## config.mk

```make
export PLATFORM = sky130hd
export DESIGN_NAME = add_share_arbiter
export DESIGN_NICKNAME = d
export VERILOG_FILES = /design/src/rtl/add_share_arbiter.sv
export SDC_FILE = /design/constraint.sdc
export NUM_CORES = 1
export LEC_CHECK = 0
export ABC_AREA = 1
export CORE_MARGIN = 5
export CORE_UTILIZATION = 41
export CTS_CLUSTER_SIZE = 30
export DETAILED_ROUTE_END_ITERATION = 6
export PLACE_DENSITY = 0.87
export SLEW_MARGIN = 20
export SYNTH_ARGS = -nofsm -noshare
export SYNTH_HDL_FRONTEND = slang
export SYNTH_SLANG_ARGS = --single-unit
```

## constraint.sdc

```tcl
create_clock -name clk -period 3.45 [get_ports clk]
set_input_delay 0.69 -clock clk [delete_from_list [all_inputs] [get_ports clk]]
set_output_delay 0.69 -clock clk [all_outputs]
set_load 0.05 [all_outputs]
```

## src/rtl/add_share_arbiter.sv

```systemverilog
// Round-robin share of one W-bit adder among NREQ requesters; response 2 cycles after grant, held while rsp_ready=0.
// Optional ADD_SHARE_ARB_STATS_EN adds saturating stat_ops / stat_stall counters.
module add_share_arbiter #(
  parameter int NREQ = 4,
  parameter int W    = 8,
  parameter int IDW  = 2
) (
  input  logic              clk,
  input  logic              rst_n,
  input  logic [NREQ-1:0]   req_valid,
  output logic [NREQ-1:0]   req_ready,
  input  logic [NREQ*W-1:0] req_op1,
  input  logic [NREQ*W-1:0] req_op2,
  output logic              rsp_valid,
  input  logic              rsp_ready,
  output logic [W-1:0]      rsp_sum,
  output logic              rsp_cout,
  output logic [IDW-1:0]    rsp_id,
  output logic              busy
`ifdef ADD_SHARE_ARB_STATS_EN
  ,
  output logic [15:0]       stat_ops,
  output logic [15:0]       stat_stall
`endif
);

  typedef enum logic [1:0] {IDLE, EXEC, RESP} state_t;

  state_t         state, state_nxt;
  logic [IDW-1:0] rr_ptr;
  logic [IDW-1:0] win_id;
  logic           win_vld;
  logic [W-1:0]   win_op1, win_op2;
  logic [W-1:0]   op1_q, op2_q;
  logic [IDW-1:0] id_q;
  logic [W:0]     sum_full;
  int             pos;

  // Scan priority positions rr_ptr, rr_ptr+1, ... and keep the first valid requester.
  always_comb begin
    win_vld = 1'b0;
    win_id  = '0;
    pos     = 0;
    for (int k = 0; k < NREQ; k++) begin
      pos = int'(rr_ptr) + k;
      if (pos >= NREQ) pos = pos - NREQ;
      for (int i = 0; i < NREQ; i++) begin
        if (!win_vld && pos == i && req_valid[i]) begin
          win_vld = 1'b1;
          win_id  = IDW'(i);
        end
      end
    end
  end

  always_comb begin
    win_op1 = '0;
    win_op2 = '0;
    for (int i = 0; i < NREQ; i++) begin
      if (win_id == IDW'(i)) begin
        win_op1 = req_op1[i*W +: W];
        win_op2 = req_op2[i*W +: W];
      end
    end
  end

  always_comb begin
    state_nxt = state;
    req_ready = '0;
    case (state)
      IDLE: begin
        if (win_vld) begin
          state_nxt = EXEC;
          for (int i = 0; i < NREQ; i++) req_ready[i] = (win_id == IDW'(i));
        end
      end
      EXEC:    state_nxt = RESP;
      RESP:    if (rsp_ready) state_nxt = IDLE;
      default: state_nxt = IDLE;
    endcase
  end

  assign sum_full  = {1'b0, op1_q} + {1'b0, op2_q};
  assign busy      = (state != IDLE);
  assign rsp_valid = (state == RESP);

  always_ff @(posedge clk or negedge rst_n) begin
    if (!rst_n) begin
      state    <= IDLE;
      rr_ptr   <= '0;
      op1_q    <= '0;
      op2_q    <= '0;
      id_q     <= '0;
      rsp_sum  <= '0;
      rsp_cout <= 1'b0;
      rsp_id   <= '0;
    end else begin
      state <= state_nxt;
      if (state == IDLE && win_vld) begin
        op1_q  <= win_op1;
        op2_q  <= win_op2;
        id_q   <= win_id;
        rr_ptr <= (win_id == IDW'(NREQ - 1)) ? '0 : win_id + 1'b1;
      end
      // Response register only loads in EXEC, so it is stable through RESP.
      if (state == EXEC) begin
        rsp_sum  <= sum_full[W-1:0];
        rsp_cout <= sum_full[W];
        rsp_id   <= id_q;
      end
    end
  end

`ifdef ADD_SHARE_ARB_STATS_EN
  always_ff @(posedge clk or negedge rst_n) begin
    if (!rst_n) begin
      stat_ops   <= '0;
      stat_stall <= '0;
    end else if (state == RESP) begin
      if (rsp_ready && stat_ops != 16'hFFFF) stat_ops <= stat_ops + 16'd1;
      if (!rsp_ready && stat_stall != 16'hFFFF) stat_stall <= stat_stall + 16'd1;
    end
  end
`endif

endmodule

```

==> results.yml <==
setup_path:
  arrival_ps: 2610
  cp_cell_sequence: "inv_2 -> nand2_1 -> nand3_2 -> nand4_4 -> nor2_4 -> nand4_4 -> buf_6 -> nor3_4 -> o211ai_1 -> nand2_2 -> inv_2 -> ha_2 -> clkinv_2 -> nor2_4 -> buf_12"
  crit_buf_inv: 5
  cp_max_fo: 7
  r2r_start: "rr_ptr[1]$_DFFE_PN0P_"
  cp_top_family: "simple AND/OR/NAND/NOR gates"
  crit_type: "reg2out"
  worstSetupStartpointType: "flop"
  r2r_slack_ps: 330
  max_stage_delay_ps: 480
  reg2reg_depth: 20
  slowest_stage: "dfrtp_2"
  cp.required_ps: 2760
  cp-end-kind: "output port"
  r2r-end: "op2_q[1]$_DFFE_PN0P_"
detailed_routing:
  post-route-drc-count: 0
  drtIter0Drc: 113
  num_vias: 2697
  drtAntennaViolNets: 0
  wire_per_inst_um: 13.0
  wirelength_mm: 6.96
  drtPass1Iterations: 4
  viasPerCell: 5.02
synthesis:
  synth_top_area_share_pct: 33.9
  syn_nets: 443
  ys_ff_latch: 33
  syn_inst: 359
  synth.area.top_cells: "dfrtp_1, nand2_1, nand3_1, o21ai_0, ha_1"
  yosys_warnings: 0
  syn_area_per_cell_sq_um: 6.79
  yosys.area.top_type: "dfrtp_1"
  synthesis.area_sq_um: 2440
  synth_cell_types: 26
  yosysSeqAreaShare_pct: 33.9
clock_tree:
  cts_made_buffers: 5
  cts_max_level: 2
  cts_buffer_depth: 2
  root_buffer: "clkbuf_8"
  cts_tree: "done"
  path_clk_slew_ps: 60
  ctsHoldBuffers: 0
  clk_latency_ps: 280
  cts_sinks: 33
placed_design:
  place_ws_ps: -219
  dpl.cell_count: 527
  dpl-instance-area_sq_um: 3550
  io_buffers: 87
  dp_hpwl_mm: 5.53
  gp_congestion: 0.816
timing:
  final.setup_skew_ps: 2.87
  clock.fmax_ghz: 0.303
  worstMarginPinSlew_ps: 565
  hold_viol: 0
  fin_tns_setup_ps: 0
  whs_ps: 477
  min_period_ps: 3300
  slew_headroom_pct: 62.2
  fin_crit_sh_pct: 95.5
  setup_viol: 0
  slew_viol_final: 0
  worst_slack_ps: 154
cells_and_area:
  post-route-util_pct: 63.9
  fill_cells: 494
  stdcell_count: 537
  final_area_sq_um: 3740
  finalNetCount: 547
  area_delta_synth_final_pct: 53.2
  antenna_cells: 0
  final_layout_size_suffix_gt1_share_pct: 15.6
die:
  num_io_pins: 88
  die_h_um: 87.1
  row_count: 28
  initial_utilization_pct: 41.7
  die_area_sq_um: 7590
  fp.dieW_um: 87.1
  core_sq_um: 5850
outcome:
  status: "finished, final reports clean"
global_routing:
  grtUsageTotal_pct: 18.8
  grt.overflow.total: 0
  grt_pass1_vias: 2674
  grt_max_degree: 34
  grt_pass1_wl_mm: 11.6
  antenna_found_initial: 0
hold_path:
  min_from: "rsp_sum[0]$_DFFE_PN0N_"
  hold_end: "rsp_sum[0]$_DFFE_PN0N_"
  holdCritPathClass: "reg2reg"
  min_path_cells: 2
power_and_ir_drop:
  powerDensity_nw_per_um2: 1100
  power_mw: 4.12
  p_leak_nw: 1.76
  peakVddDrop_mv: 0.583
run:
  cap_violations: 0
tightest hold or removal path: stages (launching register included):
cell and delay (ps):
dfrtp_1 340, nand2_1 60, nand2_1 50
power by group:
group | internal [mW] | switching, mW
Combinational | 1.23 | 1.92
Clock | 0.132 | 0.120
Sequential | 0.586 | 0.127
layout by cell type (no fill, tap or decap), types with 8 or more instances in the layout:
cell type        instances
nand3_1                 39
a21oi_1                 22
nor2_1                  21
nand2_1                104
o21ai_0                 43
buf_4                   25
ha_1                     8
inv_1                   29
clkdlybuf4s50_1         79
dfrtp_1                 31
what timing repair did:
item                                    in CTS  in global routing
endpoints found under the setup margin       4                  9
gates resized for setup                     15                 21
cloned                                       0                  0
pin swaps                                    9                 12
buffers inserted                             3                  1
endpoints found under the hold margin        0                  0
layout make-up:
class,count,area (sq um),share of cell area [%]
Clock inverter,1,5.00,0.134
Sequential cell,33,828,22.2
Tap cell,75,93.8,2.51
Clock buffer,5,68.8,1.84
Timing Repair Buffer,113,1100,29.6
Inverter,35,134,3.58
Multi-Input combinational cell,275,1500,40.2
how the worst max path moves through the flow:
stage / cells after the start / slack [ps] / start / end
6_report: 15 / 150 / rr_ptr[1]$_DFFE_PN0P_ / req_ready[1]
5_1_grt: 14 / -40 / rr_ptr[1]$_DFFE_PN0P_ / req_ready[2]
4_1_cts: 12 / 4 / req_valid[0] / req_ready[1]
3_5_place_dp: 14 / -220 / req_valid[2] / req_ready[1]
3_3_place_gp: 14 / -80 / req_valid[2] / req_ready[1]
2_1_floorplan: 14 / -110 / req_valid[3] / req_ready[1]
routing by layer:
layer	vias to the layer above	track usage, %	part of all wire [%]
li1	1383	-	-
met1	1206	21.7	40
met2	86	33.3	49
met3	22	4.64	7.2
met4	0	7.67	3.1
met5	-	0	0
synthesized netlist by cell type:
library cell  count
xor2_1            2
clkbuf_1         12
buf_2             1
o21ai_0          43
a21o_1            1
nor3_4            1
nand3_1          43
buf_1             1
fa_1              1
nand3b_1          1
nor2_1           28
o211ai_1          2
buf_6             2
o21ai_1           1
nor3_1            2
inv_1            33
nand2_4           1
ha_1             12
a31oi_1           1
clkinv_1          2
nor2_4            1
a21oi_1          22
nand4_4           3
dfrtp_1          33
nand2_1         108
nand4_1           2
registers in the layout, summed over array words and instances (netlist names):
signal    count
op1_q         8
op2_q         8
rsp_sum       8
id_q          2
rr_ptr        2
rsp_id        2
state         2
rsp_cout      1
cell families (layout without fill, tap and decap cells):
logic type               after synthesis  count (layout)  share of synthesized area [%]
buffers and inverters                 51             154                           8.52
AND/OR/NAND/NOR                      190             190                           35.2
XOR/XNOR                               2               2                          0.718
flip-flops                            33              33                           33.9
adder cells (fa/ha/maj)               13              13                           6.98
AO/OA/AOI/OAI                         70              70                           14.7
Note: power is estimated with default switching activity, not from simulation.
